===== src/rtl/mdom_bsum_engine.sv =====
// Baseline-sum engine: averages ADC samples over power-of-two blocks and
// suspends accumulation for a programmable number of samples after an excursion.
module mdom_bsum_engine (
    input  logic        clk,
    input  logic        rst_n,
    input  logic [44:0] i_bundle,
    input  logic [11:0] i_adc_data,
    input  logic        i_adc_valid,
    output logic [11:0] o_bsum,
    output logic        o_bsum_valid,
    output logic        o_bsum_stb,
    output logic        o_paused
);

    typedef enum logic {ST_ACCUM, ST_PAUSE} state_t;

    state_t      r_state;
    state_t      w_stateNext;
    logic [21:0] r_acc;
    logic [9:0]  r_count;
    logic [15:0] r_pauseCnt;
    logic [2:0]  r_sel;
    logic [11:0] r_bsum;
    logic        r_bsumValid;
    logic        r_bsumStb;
    logic        r_paused;

    logic        w_pause;
    logic        w_override;
    logic [2:0]  w_selLive;
    logic [15:0] w_pauseLen;
    logic [11:0] w_devLow;
    logic [11:0] w_devHigh;

    logic [2:0]  w_blkSel;
    logic [3:0]  w_shift;
    logic [10:0] w_blkLen;
    logic [9:0]  w_lastCnt;
    logic [21:0] w_sum;
    logic [11:0] w_avg;
    logic [11:0] w_lowThr;
    logic [12:0] w_highSum;
    logic [11:0] w_highThr;
    logic        w_isDev;

    logic        w_accept;
    logic        w_clear;
    logic        w_loadPause;
    logic        w_decPause;
    logic        w_complete;

    assign w_pause    = i_bundle[0];
    assign w_override = i_bundle[1];
    assign w_selLive  = i_bundle[4:2];
    assign w_pauseLen = i_bundle[20:5];
    assign w_devLow   = i_bundle[32:21];
    assign w_devHigh  = i_bundle[44:33];

    // Block length is fixed by the select value seen at the block's first sample.
    assign w_blkSel  = (r_count == 10'd0) ? w_selLive : r_sel;
    assign w_shift   = {1'b0, w_blkSel} + 4'd3;
    assign w_blkLen  = 11'd1 << w_shift;
    assign w_lastCnt = 10'(w_blkLen - 11'd1);
    assign w_sum     = r_acc + 22'(i_adc_data);
    assign w_avg     = 12'(w_sum >> w_shift);

    // Thresholds saturate at the ADC range so the strict compares never wrap.
    assign w_lowThr  = (r_bsum > w_devLow) ? (r_bsum - w_devLow) : 12'd0;
    assign w_highSum = {1'b0, r_bsum} + {1'b0, w_devHigh};
    assign w_highThr = w_highSum[12] ? 12'hFFF : w_highSum[11:0];
    assign w_isDev   = r_bsumValid && !w_override &&
                       ((i_adc_data < w_lowThr) || (i_adc_data > w_highThr));

    always_comb begin
        w_stateNext = r_state;
        w_accept    = 1'b0;
        w_clear     = 1'b0;
        w_loadPause = 1'b0;
        w_decPause  = 1'b0;
        if (w_pause) begin
            w_clear = 1'b1;
        end else begin
            case (r_state)
                ST_ACCUM: begin
                    if (i_adc_valid) begin
                        if (w_isDev) begin
                            w_clear     = 1'b1;
                            w_loadPause = 1'b1;
                            w_stateNext = ST_PAUSE;
                        end else begin
                            w_accept = 1'b1;
                        end
                    end
                end
                ST_PAUSE: begin
                    // An exhausted counter resumes at once; a sample arriving then is kept.
                    if (r_pauseCnt == 16'd0) begin
                        w_stateNext = ST_ACCUM;
                        w_accept    = i_adc_valid;
                    end else if (i_adc_valid) begin
                        w_decPause = 1'b1;
                    end
                end
                default: w_stateNext = ST_ACCUM;
            endcase
        end
    end

    assign w_complete = w_accept && (r_count == w_lastCnt);

    always_ff @(posedge clk or negedge rst_n) begin
        if (!rst_n) begin
            r_state <= ST_ACCUM;
        end else begin
            r_state <= w_stateNext;
        end
    end

    always_ff @(posedge clk or negedge rst_n) begin
        if (!rst_n) begin
            r_acc   <= 22'd0;
            r_count <= 10'd0;
            r_sel   <= 3'd0;
        end else if (w_clear || w_complete) begin
            r_acc   <= 22'd0;
            r_count <= 10'd0;
        end else if (w_accept) begin
            r_acc   <= w_sum;
            r_count <= r_count + 10'd1;
            if (r_count == 10'd0) begin
                r_sel <= w_selLive;
            end
        end
    end

    always_ff @(posedge clk or negedge rst_n) begin
        if (!rst_n) begin
            r_pauseCnt <= 16'd0;
        end else if (w_loadPause) begin
            r_pauseCnt <= w_pauseLen;
        end else if (w_decPause) begin
            r_pauseCnt <= r_pauseCnt - 16'd1;
        end
    end

    always_ff @(posedge clk or negedge rst_n) begin
        if (!rst_n) begin
            r_bsum      <= 12'd0;
            r_bsumValid <= 1'b0;
            r_bsumStb   <= 1'b0;
            r_paused    <= 1'b0;
        end else begin
            r_bsumStb <= w_complete;
            r_paused  <= w_pause || (w_stateNext == ST_PAUSE);
            if (w_complete) begin
                r_bsum      <= w_avg;
                r_bsumValid <= 1'b1;
            end
        end
    end

    assign o_bsum       = r_bsum;
    assign o_bsum_valid = r_bsumValid;
    assign o_bsum_stb   = r_bsumStb;
    assign o_paused     = r_paused;

endmodule


===== config.mk =====
export PLATFORM = sky130hd
export DESIGN_NAME = mdom_bsum_engine
export DESIGN_NICKNAME = d
export VERILOG_FILES = /design/src/rtl/mdom_bsum_engine.sv
export SDC_FILE = /design/constraint.sdc
export NUM_CORES = 1
export LEC_CHECK = 0
export ABC_AREA = 1
export CAP_MARGIN = 40
export CORE_ASPECT_RATIO = 1.5
export CORE_UTILIZATION = 30
export DETAILED_ROUTE_END_ITERATION = 6
export PLACE_DENSITY = 0.59
export SETUP_SLACK_MARGIN = 0.5
export SYNTH_ARGS = -nofsm -noshare
export SYNTH_HDL_FRONTEND = slang
export SYNTH_SLANG_ARGS = --single-unit

===== constraint.sdc =====
create_clock -name clk -period 12.3 [get_ports clk]
set_input_delay 3.075 -clock clk [delete_from_list [all_inputs] [get_ports clk]]
set_output_delay 3.075 -clock clk [all_outputs]
set_load 0.05 [all_outputs]

=== After elaboration in Yosys (flattened, before gate mapping) ===
Cells that the tools add are included.
W data, S select, Z words.

* Flip-flop bits (word level): 67
* Input bits: 60
* Output and inout bits: 15
* Logic and storage cells: 62

* Add/subtract/negate cells: 7
* Magnitude comparators: 3
* Eq/ne operators: 1
* Shift-type cells: 2
* Multiplexer cells: 26
* Bitwise gates (word level): 2
* Reduce and logical (&&, ||, !) cells: 12

{| class="wikitable"
|+ Operators with widths
! operator !! count
|-
| $mux W22 || 2
|-
| $mux W16 || 2
|-
| $gt A12 B12 Y1 || 2
|-
| $mux W12 || 2
|-
| $add A22 B12 Y22 || 1
|-
| $shr A22 B4 Y12 || 1
|-
| $mux W10 || 2
|-
| $logic_not A16 Y1 || 1
|-
| $sub A16 B1 Y16 const B || 1
|-
| $mux W1 || 15
|-
| $add A12 B12 Y13 || 1
|-
| $lt A12 B12 Y1 || 1
|-
| $sub A12 B12 Y12 || 1
|-
| $add A10 B1 Y10 const B || 1
|-
| $eq A10 B10 Y1 || 1
|-
| $logic_not A10 Y1 || 1
|-
| $shl A1 B4 Y10 const A || 1
|-
| $sub A10 B1 Y10 const B || 1
|-
| $add A3 B2 Y4 const B || 1
|-
| $pmux W1 S2 || 2
|-
| $reduce_bool A2 Y1 || 2
|-
| $logic_and A1 B1 Y1 || 3
|-
| $logic_or A1 B1 Y1 || 3
|-
| $mux W3 || 1
|-
| 3 further kinds || 4
|}

=== Depth between registers and ports, before layout ===
* Depth after elaboration: 13
* Depth in mapped cells: 30
* Mapped depth without buffers: 29

=== Worst setup path after synthesis ===
OpenSTA, ideal clock, no wires.

* Path kind: input to register
* Start: input i_bundle[33]
* End: register r_acc[0]
* Setup time: 66 ps
* Arrival: 6702 ps
* Setup slack: 5532 ps
* Cell stages on the path: 30
* Path through: ha_1 > fa_1 > nand2_1 > inv_1 > o21ai_0 > nand2_1 > a21oi_1 > nor2_1 > o21ai_0 > nand2_1 > nand2_1 > nand2_1 > a21oi_1 > inv_1 > clkbuf_1 > nor2_1 > ha_1 > a21oi_1 > o21ai_0 > a21oi_1 > o211ai_1 > o21ai_0 > nand2_1 > nand3_1 > nand2_1 > inv_2 > clkbuf_1 > clkbuf_1 > nand4_1 > nand2_1

* Cells in the longest elaborated chain, start to end: 12
* Elaborated cells on any way between the ends: 17
* Those cells by class: 1 x add/sub; 1 x order compare; 10 x mux; 5 x reduce/logical

{| class="wikitable"
|+ Ends and longest elaborated chain
! what !! RTL line !! RTL
|-
| from (decl) || 6 || <nowiki>input logic [44:0] i_bundle,</nowiki>
|-
| $add A12 B12 Y13 * || 69 || <nowiki>assign w_highSum = {1'b0, r_bsum} + {1'b0, w_devHigh};</nowiki>
|-
| $mux W12 * || 70 || <nowiki>assign w_highThr = w_highSum[12] ? 12'hFFF : w_highSum[11:0];</nowiki>
|-
| $gt A12 B12 Y1 * || 72 || <nowiki>((i_adc_data < w_lowThr) || (i_adc_data > w_highThr));</nowiki>
|-
| $logic_or A1 B1 Y1 * || 72 ||
|-
| $logic_and A1 B1 Y1 * || 71 || <nowiki>assign w_isDev = r_bsumValid && !w_override &&</nowiki>
|-
| $mux W1 || 86 || <nowiki>if (w_isDev) begin</nowiki>
|-
| $mux W1 || 85 || <nowiki>if (i_adc_valid) begin</nowiki>
|-
| $pmux W1 S2 || 83 || <nowiki>case (r_state)</nowiki>
|-
| $mux W1 || 80 || <nowiki>if (w_pause) begin</nowiki>
|-
| $logic_and A1 B1 Y1 || 109 || <nowiki>assign w_complete = w_accept && (r_count == w_lastCnt);</nowiki>
|-
| $logic_or A1 B1 Y1 || 124 || <nowiki>end else if (w_clear || w_complete) begin</nowiki>
|-
| $mux W22 or $reduce_bool A2 Y1 (tied branches) || - ||
|-
| to (signal assigned) || 128 || <nowiki>r_acc <= w_sum;</nowiki>
|-
| to (decl) || 19 || <nowiki>logic [21:0] r_acc;</nowiki>
|}

Every way passes the cells marked *; elsewhere a longest branch is shown, timed or not.
A chain may end at the register's enable or synchronous reset.

=== Worst setup path after layout ===
* Start: input i_bundle[33]
* End: register r_acc[15]

The elaborated chain is that of the path after synthesis.

==> impl_metrics.env <==
export IMPL_outcome="complete, no violations"
export IMPL_tightest_slew_ns=0.775
export IMPL_synth_top_area_share_pct=25.6
export IMPL_drive_gt1_share_pct=5.18
export IMPL_tns_ns=0
export IMPL_drc=0
export IMPL_worstPathArrival_ns=8.34
export IMPL_ant_nets=0
export IMPL_pwr_density_cell_mw_per_mm2=112
export IMPL_syn_area_mm2=0.00655
export IMPL_synthTopCellsByArea="dfrtp_1 (26%), nand2_1 (17%), ha_1 (12%)"
export IMPL_yosys_top_cells_count="nand2_1 (295), inv_1 (108), nand3_1 (104)"
export IMPL_fmax_mhz=123
export IMPL_crit_type="in2reg"
export IMPL_clock_power_share_pct=31.1
export IMPL_fin_crit_sh_pct=66.1
export IMPL_hold_viol_final=0
export IMPL_synth_nets=1105
export IMPL_synth_avg_cell_area_um2=6.69
export IMPL_start_util_pct=30.9
export IMPL_ir_drop_mv=0.0756
export IMPL_p_switching_mw=0.340
export IMPL_critPathCaptureType="flop"
export IMPL_hold_class="reg2reg"
export IMPL_holdBufCountCts=0
export IMPL_fin_skew_ns=0.0108
export IMPL_slew_headroom_pct=48.3
export IMPL_hpwlAfterDp_mm=14.5
export IMPL_io_pins=75
export IMPL_die_h_um=183
export IMPL_pwr_share_seq_pct=32.5
export IMPL_grt_pass1_wl_mm=30.9
export IMPL_clock_sinks=67
export IMPL_num_vias=6532
export IMPL_clock_path_buffers=2
export IMPL_synth_edf_count=0
export IMPL_cp_slowest_stage_delay_ns=0.42
export IMPL_grt_use_total_pct=17.3
export IMPL_yosysWarnings=0
export IMPL_synth_ff_type="dfrtp_1"
export IMPL_overflow=0
export IMPL_synth_largest_area_cell="dfrtp_1"
export IMPL_htree_num_levels=3
export IMPL_n_antenna_cell=0
export IMPL_critPathRequiredTime_ns=12.51
export IMPL_die_w_um=123
export IMPL_die_area_mm2=0.0224
export IMPL_core_area_mm2=0.0212
export IMPL_synth_seq_cells=67
export IMPL_gp_congestion=0.876
export IMPL_comb_power_share_pct=36.4
export IMPL_r2r_slack_ns=6.91
export IMPL_via_per_inst=4.99
export IMPL_cap_violations=0
export IMPL_first_global_vias=6491
export IMPL_ys_types=43
export IMPL_syn_inst=979
export IMPL_crit_family="simple AND/OR/NAND/NOR gates"
export IMPL_path_clk_slew_ns=0.06
export IMPL_worstSetupStartpointType="input port"
export IMPL_critPathBufInv=6
export IMPL_cts_tree="done"
export IMPL_intPower_mw=0.545
export IMPL_wire_per_inst_um=14.2
export IMPL_worstSkewPairLatency_ns=0.34
export IMPL_finalSetupViolCount=0
export IMPL_async_flop_share_pct=100
export IMPL_antenna_found_initial=0
export IMPL_ctsResizeCount=0
export IMPL_synth_most_common_cell="nand2_1"
export IMPL_drt_pass1_iter_count=5
export IMPL_fin_nets=1163
export IMPL_io_buffers=74
export IMPL_seq_area_frac_synth_pct=25.6
export IMPL_rsz0062_at_grt="no"
export IMPL_p_leak_nw=4.09
export IMPL_maxSlewViolCount=0
export IMPL_post_cts_buffers=0
export IMPL_cts_made_buffers=9
export IMPL_drt_total_wl_mm=18.6
export IMPL_finalCriticalPeriod_ns=8.13
export IMPL_cpMostUsedCell="nand2_1"
export IMPL_holdWs_ns=0.487
export IMPL_drt_iter0_markers=347
export IMPL_crit_slowest_cell="clkdlybuf4s50_1"
export IMPL_grt_max_degree=47
export IMPL_rows=65
export IMPL_cts_root_buf="clkbuf_16"
export IMPL_area_delta_synth_final_pct=20.7
export IMPL_p_sw_share_pct=38.4
export IMPL_crit_fanout=37
[cell type report]
cell class | count | area, um2
multi-input cells | 762 | 4280
clock inverters | 6 | 70.1
fillers | 2251 | 13300
flip-flops and latches | 67 | 1680
repair buffers | 83 | 871
clock buffers | 10 | 239
well taps | 268 | 335
inverters | 114 | 429
[flip-flops by register name, indices dropped and copies added, names as in the netlist]
register / cells
r_acc: 22
r_state: 1
r_pauseCnt: 16
o_bsum_stb: 1
o_bsum_valid: 1
o_paused: 1
r_count: 10
r_sel: 3
o_bsum: 12
[path summary, 6_finish.rpt]
path                              startpoint  depth (start not counted)        end
worst min-delay path                r_sel[2]                          2   r_sel[2]
worst min register to register      r_sel[2]                          2   r_sel[2]
worst max-delay path            i_bundle[33]                         30  r_acc[15]
worst max register to register     o_bsum[0]                         29  r_acc[15]
max in group asynchronous              rst_n                          3   r_acc[0]
min in group asynchronous              rst_n                          2  r_acc[20]
[per-stage QoR]
step / cell area (um2) / utilization (%) / setup WS, ns / cells / power, mW
2_1_floorplan: 6550 / - / 5.53 / 979 / 0.518
3_3_place_gp: 7490 / 35.3 / 3.74 / 1289 / 0.601
3_5_place_dp: 7600 / 35.8 / 3.84 / 1294 / 0.612
4_1_cts: 7910 / 37.2 / 4.19 / 1310 / 0.891
5_1_grt: 7910 / 37.2 / 3.68 / 1310 / 0.948
6_report: 7910 / 37.2 / 4.17 / 1310 / 0.885
[power by group through the flow]
| stage | registers [mW] | logic (mW) | clock network [mW] |
|---|---|---|---|
| 3_5_place_dp | 0.290 | 0.321 | 0 |
| 3_3_place_gp | 0.291 | 0.310 | 0 |
| 6_report | 0.288 | 0.322 | 0.276 |
| 2_1_floorplan | 0.284 | 0.233 | 0 |
| 4_1_cts | 0.287 | 0.323 | 0.280 |
| 5_1_grt | 0.294 | 0.366 | 0.288 |
[placed cells by master, fill, tap and decap left out, types with 4 or more instances in the layout]
master and count:
xor2_1 27, a21oi_1 51, or2_2 9, dfrtp_1 67, nor4_1 8, nand2_1 295, o21ai_0 36, nor2_1 47
buf_4 4, nand4_1 44, nand3b_1 5, clkdlybuf4s50_1 73, o211ai_1 9, xnor2_1 15, o21bai_1 6, clkbuf_16 9
inv_2 4, ha_1 63, nand3_1 104, a31oi_1 4, nor3_1 10, inv_1 108
[worst min-delay path: stages (launching register included)]
cell,delay (ns)
dfrtp_1,0.35
nand2_1,0.06
nand2_1,0.05
[metal layers]
metal | vias to the layer above | part of all wire [%] | global-route usage [%]
li1 | 3362 | - | -
met1 | 3001 | 42 | 20.2
met2 | 136 | 51 | 31.8
met3 | 33 | 3.1 | 1.43
met4 | 0 | 3.5 | 7.32
met5 | - | 0 | 0
[cell families (layout without fill, tap and decap cells)]
| logic type | Yosys count | in the layout | share of synthesized area, % |
|---|---|---|---|
| simple gates | 535 | 535 | 36.6 |
| buf+inv | 150 | 213 | 9.05 |
| flops | 67 | 67 | 25.6 |
| xor+xnor | 42 | 42 | 5.62 |
| compound gates | 119 | 119 | 10.2 |
| fa+ha+maj | 66 | 66 | 12.9 |
(Power assumes the default switching activity.)
